## config.mk

```make
export PLATFORM = sky130hd
export DESIGN_NAME = perf_event_counters
export DESIGN_NICKNAME = d
export VERILOG_FILES = /design/src/rtl/perf_event_counters.sv
export SDC_FILE = /design/constraint.sdc
export NUM_CORES = 1
export LEC_CHECK = 0
export ABC_AREA = 1
export BUFFER_PORTS_ARGS = -buffer_cell sky130_fd_sc_hd__buf_2
export CORE_MARGIN = 1
export CORE_UTILIZATION = 60
export CTS_BUF_LIST = sky130_fd_sc_hd__clkbuf_4 sky130_fd_sc_hd__clkbuf_8
export CTS_CLUSTER_DIAMETER = 200
export CTS_CLUSTER_SIZE = 25
export DETAILED_ROUTE_END_ITERATION = 10
export MAX_ROUTING_LAYER = met4
export PLACE_DENSITY_LB_ADDON = 0.15
export SLEW_MARGIN = 0
export SYNTH_ARGS = -nofsm -noshare
export SYNTH_HDL_FRONTEND = slang
export SYNTH_SLANG_ARGS = --single-unit
```

## constraint.sdc

```tcl
create_clock -name clk -period 4.57 [get_ports clk]
set_input_delay 0.457 -clock clk [delete_from_list [all_inputs] [get_ports clk]]
set_output_delay 0.457 -clock clk [all_outputs]
set_load 0.02 [all_outputs]
```

## src/rtl/perf_event_counters.sv

```systemverilog
// Bank of per-channel event counters with run/halt control, atomic shadow snapshot and an indexed read port.
// Optional threshold interrupt on one channel is built when PERF_IRQ_EN is defined.

module perf_ctr_lane #(
    parameter int CNT_W    = 32,
    parameter int SATURATE = 0
) (
    input  logic             clk,
    input  logic             rst,
    input  logic             inc,
    input  logic             clr,
    input  logic             snap,
    output logic [CNT_W-1:0] live,
    output logic [CNT_W-1:0] shadow,
    output logic             ovf
);
    always_ff @(posedge clk or negedge rst) begin
        if (!rst) begin
            live   <= '0;
            shadow <= '0;
            ovf    <= 1'b0;
        end else if (clr) begin
            live   <= '0;
            shadow <= '0;
            ovf    <= 1'b0;
        end else begin
            // shadow takes the value before this edge's increment
            if (snap) shadow <= live;
            if (inc) begin
                if (&live) begin
                    ovf  <= 1'b1;
                    live <= (SATURATE != 0) ? live : '0;
                end else begin
                    live <= live + CNT_W'(1);
                end
            end
        end
    end
endmodule

module perf_event_counters #(
    parameter int NUM_CH   = 6,
    parameter int CNT_W    = 32,
    parameter int SEL_W    = 4,
    parameter int SATURATE = 0,
    parameter int IRQ_CH   = 1
) (
    input  logic              clk,
    input  logic              rst,
    input  logic [NUM_CH-1:0] ev,
    input  logic              start,
    input  logic              stop,
    input  logic              clear,
    input  logic              halt,
    input  logic              snap,
    input  logic              rd_req,
    input  logic [SEL_W-1:0]  rd_sel,
    output logic              rd_ack,
    output logic [CNT_W-1:0]  rd_data,
    output logic              rd_ovf,
    output logic [NUM_CH-1:0] ovf,
    output logic [1:0]        state
`ifdef PERF_IRQ_EN
    ,
    input  logic [CNT_W-1:0]  thr,
    output logic              irq
`endif
);
    typedef enum logic [1:0] {IDLE = 2'b00, RUN = 2'b01, HALTED = 2'b10} state_t;

    state_t stateQ;
    logic   run;
    logic [NUM_CH-1:0][CNT_W-1:0] live;
    logic [NUM_CH-1:0][CNT_W-1:0] shadow;
    logic [CNT_W-1:0] rdMux;
    logic             rdOvfMux;

    if (NUM_CH > 2**SEL_W || IRQ_CH >= NUM_CH || NUM_CH < 1) begin : gParamErr
        $error("perf_event_counters: illegal NUM_CH/SEL_W/IRQ_CH");
    end

    assign run   = (stateQ == RUN) && !clear;
    assign state = stateQ;

    for (genvar i = 0; i < NUM_CH; i++) begin : gLane
        perf_ctr_lane #(.CNT_W(CNT_W), .SATURATE(SATURATE)) uLane (
            .clk   (clk),
            .rst   (rst),
            .inc   (run & ev[i]),
            .clr   (clear),
            .snap  (snap),
            .live  (live[i]),
            .shadow(shadow[i]),
            .ovf   (ovf[i])
        );
    end

    always_ff @(posedge clk or negedge rst) begin
        if (!rst) begin
            stateQ <= IDLE;
        end else if (clear) begin
            stateQ <= IDLE;
        end else begin
            case (stateQ)
                IDLE:    if (start) stateQ <= RUN;
                RUN:     if (halt) stateQ <= HALTED;
                         else if (stop) stateQ <= IDLE;
                default: stateQ <= HALTED;
            endcase
        end
    end

    // out-of-range selects fall through to zero
    always_comb begin
        rdMux    = '0;
        rdOvfMux = 1'b0;
        for (int i = 0; i < NUM_CH; i++) begin
            if (rd_sel == SEL_W'(i)) begin
                rdMux    = shadow[i];
                rdOvfMux = ovf[i];
            end
        end
    end

    always_ff @(posedge clk or negedge rst) begin
        if (!rst) begin
            rd_ack  <= 1'b0;
            rd_data <= '0;
            rd_ovf  <= 1'b0;
        end else begin
            rd_ack <= rd_req;
            if (rd_req) begin
                rd_data <= rdMux;
                rd_ovf  <= rdOvfMux;
            end
        end
    end

`ifdef PERF_IRQ_EN
    logic [CNT_W-1:0] irqNxt;
    assign irqNxt = live[IRQ_CH] + CNT_W'(1);

    always_ff @(posedge clk or negedge rst) begin
        if (!rst)       irq <= 1'b0;
        else if (clear) irq <= 1'b0;
        else if (run && ev[IRQ_CH] && (thr != '0) && (irqNxt == thr)) irq <= 1'b1;
    end
`endif
endmodule

```

**After elaboration in Yosys (flattened, before gate mapping)**

Index checks and enable logic that the tools add are counted.

- Bits in registers: 426

- Add/subtract/negate cells: 6
- Reductions and logical operators: 30
- Bitwise operators: 6
- Muxes and demuxes: 65
- Equality and inequality tests: 8

Operator list:

| cell | count |
|---|---|
| $mux 32 | 36 |
| $add 32x1->32 const B | 6 |
| $reduce_and 32->1 | 6 |
| $reduce_bool 2->1 | 13 |
| $mux 1 | 24 |
| $reduce_and 2->1 | 7 |
| $eq 4x2->1 const B | 2 |
| $eq 4x3->1 const B | 2 |
| $mux 2 | 4 |
| $and 1x1->1 | 6 |
| $eq 4x1->1 const B | 1 |
| $logic_not 4->1 | 1 |
| $ne 4x4->1 const B | 1 |
| $pmux 2 s2 | 1 |
| $ne 3x3->1 const B | 1 |
| $eq 2x1->1 const B | 1 |
| $logic_not 2->1 | 1 |
| $logic_and 1x1->1 | 1 |
| $logic_not 1->1 | 1 |

**Depth between registers and ports, before layout**

- Word-level depth: 7
- Depth in mapped cells: 12

**By module**

Synthesis repeated with hierarchy kept, for this count alone.

- Cells, all modules: 3042
- Area, all modules: 23216.0 um^2

By module, submodules not included:

| module | area each (um^2) | times used | cells an instance |
|---|---|---|---|
| perf_ctr_lane | 3321.9 | 6 | 412 |
| perf_event_counters | 3284.4 | 1 | 570 |

**Worst setup path before layout**

No wires, ideal clock.

- Path kind: reg-to-reg
- Start: register gLane[1].uLane.live[0]
- End: register gLane[1].uLane.live[15]
- Arrival time: 1.468 ns
- Path slack: 2.985 ns
- Required time: 4.453 ns
- Path buffers: 1
- Period minus slack after synthesis: 1.585 ns
- Stages on the path, launching flop included: 10
- Cell sequence: dfrtp_1 ha_1 nand2_1 nor2_4 nand2_4 nor2_4 nand2_4 o21ai_4 buf_4 nor2_1

- Cells in the longest elaborated chain, start to end: 4
- Elaborated cells between the ends (all ways): 5
- Classes of those cells: add/sub (1); mux (3); reduce/logical (1)

Ends and longest elaborated chain:

| element | RTL line | source |
|---|---|---|
| from (decl) | 13 | `output logic [CNT_W-1:0] live,` |
| from (signal assigned) | 32 | `live <= (SATURATE != 0) ? live : '0;` |
| from (signal assigned) | 34 | `live <= live + CNT_W'(1);` |
| $add 32x1->32 / $reduce_and 32->1 (equally long branches) | 34, 30 |  |
| $mux 32 * | 30 | `if (&live) begin` |
| $mux 32 * | 29 | `if (inc) begin` |
| $mux 32 * | 22 | `end else if (clr) begin` |

Every way passes the cells marked *; elsewhere a longest branch is shown, timed or not. The select of a mux whose other input is x is not followed.
A chain may end at the register's enable or synchronous reset.

**Worst setup path after layout**

- Start: register stateQ[1], in the netlist state[1]
- End: register gLane[3].uLane.live[10]

- Cells in the longest elaborated chain, start to end: 4

Ends and longest elaborated chain:

| element | RTL line | source |
|---|---|---|
| from (decl) | 71 | `state_t stateQ;` |
| from (signal assigned) | 100 | `stateQ <= IDLE;` |
| from (signal assigned) | 102 | `stateQ <= IDLE;` |
| from (signal assigned) | 105 | `IDLE: if (start) stateQ <= RUN;` |
| $eq 2x1->1 | 82 | `assign run = (stateQ == RUN) && !clear;` |
| $logic_and 1x1->1 | 82 |  |
| $and 1x1->1 | 89 | `.inc (run & ev[i]),` |
| $reduce_bool 2->1 (no line) | - |  |
| to (signal assigned) | 32 |  |
| to (signal assigned) | 34 |  |
| to (decl) | 13 |  |

No other way between the ends.

==> run summary <==
Placed cell area = 0.0235 mm²
DR vias = 20300
Ratio of cells with drive above 1 in the final layout = 0.0814
Net Count, Synth = 3041
Worst-path clk slew = 0.16 ns
FFs w/ async S/R, synth = 1.00
PortBufs = 59
Clock Skews = 0.0467 ns
Setup violators final = 0
Cell area after layout = 0.0239 mm²
F_max = 320 MHz
I/O pin cnt = 60
Final hold violations = 0
Slowest-stage cell, CP = nor2_4
WS Path Type = flip-flop to flip-flop
Final std cells w/o fill = 3521
Post-synth EDFFs = 0
Met2 WL = 30100 µm
WP buf/inv = 1
Syn avg cell area = 7.64 µm²
Cell variety after synth = 45
Crit path max-delay family = simple AND/OR/NAND/NOR gates
HPWL Detailed = 51800 µm
# nets final = 3032
Largest fanout on the critical path = 20
DIE AREA = 0.0392 mm²
Routed WL = 69600 µm
Die Y = 198 µm
Inst Count DP = 3495
Crit path cell chain = nor2_4 > nand2_1 > nand2_1 > inv_1 > nor2_1 > nand3_1 > xor2_1 > nor2_1
Final ANT Viol Nets = 0
Fillers = 3407
Static leakage = 10.2 nW
Mapped Area = 0.0230 mm²
Number of vias per cell = 5.77
Pre-antenna DRT Iters = 7
Root Driver = clkbuf_8
# rows = 71
Worst-Margin Slew = 1.19 ns
Peak supply drop = 0.234 mV
Ys Warns = 0
Rel. slew slack = 0.204
Core area = 0.0378 mm²
Crit-path max cell delay = 0.64 ns
Register area = 0.0107 mm²
Total CTS buffers = 21
Routed length per placed instance = 19.8 µm
Top post-synthesis cells by area = dfrtp_1 (46%), nand2_1 (11%), inv_1 (7.7%)
Tmin final = 3.13 ns
Met3 WL = 5410 µm
Routed length on met1 = 31400 µm
Postcts setup bufs = 0
Width of the chip = 198 µm
Fin Setup TNS = 0 ns
Number of global-route vias before repair = 18700
Outcome = finished, final reports clean
DRC = 0
RSZ-0062 raised after global routing = no
Highest routed layer = met4
Final Cycle Share = 0.684
Sequential fraction of the synthesis area = 0.463
Post-Syn Instances = 3017
Seq cells post-synth = 426
Initial antenna violation count = 0
Post-synth top flop = dfrtp_1
Clock sinks = 426
Max-slew violations = 0
Req. time, crit path = 5.10 ns
Worst-Skew Late Latency = 0.62 ns
Clock buffer depth = 3
Crit path DAT = 3.65 ns
CP Launch Type = flip-flop
Max-cap violations = 0
Worst min path class = primary input to flip-flop
Area of the multi-input gates = 0.00990 mm²
Commonest non-fill, non-tap cell in the layout = nand2_1
Grt ovf = 0
Post_cts resized = 0
Wire length of the first global-routing pass = 107000 µm
Synthesis-to-finish area growth = 3.63%
Largest net degree at the start of global routing = 168
Routability Congestion = 1.04
CP Capture Type = flip-flop
Starting Density = 0.610
PD cells = 250 mW/mm²
Yosys top cell area share = 0.463
Initial DRC Count = 2088
Most frequent cells in the layout = nand2_1 (668), inv_1 (470), dfrtp_1 (426), nor2_1 (392), o22ai_1 (232)
Total GRT Usage = 0.370
CTS H-tree lvls = 1
Synth area leader = dfrtp_1
CTS tree = done
==> what timing repair did <==
action | in CTS | in global routing
endpoints found under the setup margin | 0 | 0
hold endpoints to repair | 99 | 0
hold buffers | 1 | 0
==> cells in the mapped netlist (6+ instances only) <==
library cell	count
a21oi_1	40
buf_2	44
buf_4	13
buf_6	11
clkbuf_1	37
dfrtp_1	426
ha_1	6
inv_1	470
inv_2	13
nand2_1	668
nand2_2	22
nand2_4	18
nand3_1	187
nand4_1	65
nor2_1	392
nor2_2	43
nor2_4	17
nor3_1	62
nor3_2	9
o21ai_0	110
o21ai_1	6
o21bai_1	19
o22ai_1	232
xor2_1	69
==> worst reg2reg max path, stage by stage, from the launching register on <==
cell,delay [ns]
dfrtp_1,0.45
nor2_4,0.64
nand2_1,0.17
nand2_1,0.60
inv_1,0.50
nor2_1,0.30
nand3_1,0.11
xor2_1,0.18
nor2_1,0.07
==> cell families after synthesis <==
| logic type | count (synthesis) | share of synthesized area |
|---|---|---|
| AOI/OAI and AO/OA | 412 | 0.105 |
| xor gates and xnor gates | 72 | 0.0274 |
| adders and majority gates | 6 | 0.00326 |
| buffers and inverters | 599 | 0.108 |
| DFF | 426 | 0.463 |
| and+or+nand+nor | 1502 | 0.293 |
==> per-stage QoR <==
step                      hold slack, ns   util  power, W  setup slack, ns
after floorplan                    0.161      -   0.00420             2.99
after global placement             0.476  0.623   0.00438             1.70
after detailed placement           0.473  0.623   0.00438             1.60
after CTS                         0.0301  0.632   0.00598             1.54
after global routing              0.0605  0.632   0.00615             1.28
final                             0.0493  0.632   0.00596             1.44
==> worst paths after layout <==
path | start | endpoint | slack, ns | cells after the start
max | state[1]$_DFFE_PN0P_ | gLane[3].uLane.live[10]$_DFFE_PN0P_ | 1.44 | 8
min | stop | state[0]$_DFFE_PN0P_ | 0.05 | 4
max reg2reg | state[1]$_DFFE_PN0P_ | gLane[3].uLane.live[10]$_DFFE_PN0P_ | 1.44 | 8
min reg2reg | rd_data[9]$_DFFE_PN0P_ | rd_data[9]$_DFFE_PN0P_ | 0.50 | 2
max in group asynchronous | rst | gLane[4].uLane.shadow[9]$_DFFE_PN0P_ | 2.89 | 3
min in group asynchronous | rst | gLane[1].uLane.live[23]$_DFFE_PN0P_ | 0.48 | 2
==> flip-flops by register name, indices dropped and copies added, names as in the netlist <==
register            count
gLane.uLane.shadow    192
rd_ovf                  1
rd_data                32
gLane.uLane.live      192
gLane.uLane.ovf         6
state                   2
rd_ack                  1
==> area by class of cell <==
cell class / count / share of cell area
inverters: 489 / 0.0777
repair buffers: 78 / 0.0204
clock buffers: 22 / 0.0124
well taps: 511 / 0.0268
multi-input cells: 1992 / 0.415
clock inverters: 2 / 0.00157
diodes: 1 / 0.000105
flip-flops and latches: 426 / 0.446
==> layer usage <==
layer | GRT usage | vias to the layer above
met5 | - | -
met4 | 0.127 | 0
met3 | 0.0588 | 116
met2 | 0.522 | 817
met1 | 0.542 | 9810
li1 | - | 9590
==> power by group <==
part / switching, W / internal [W]
clock network: 0.00120 / 0.000446
logic: 0.000375 / 0.0000959
registers: 0.0000391 / 0.00381
No activity file was read; power rests on OpenSTA's default activity.
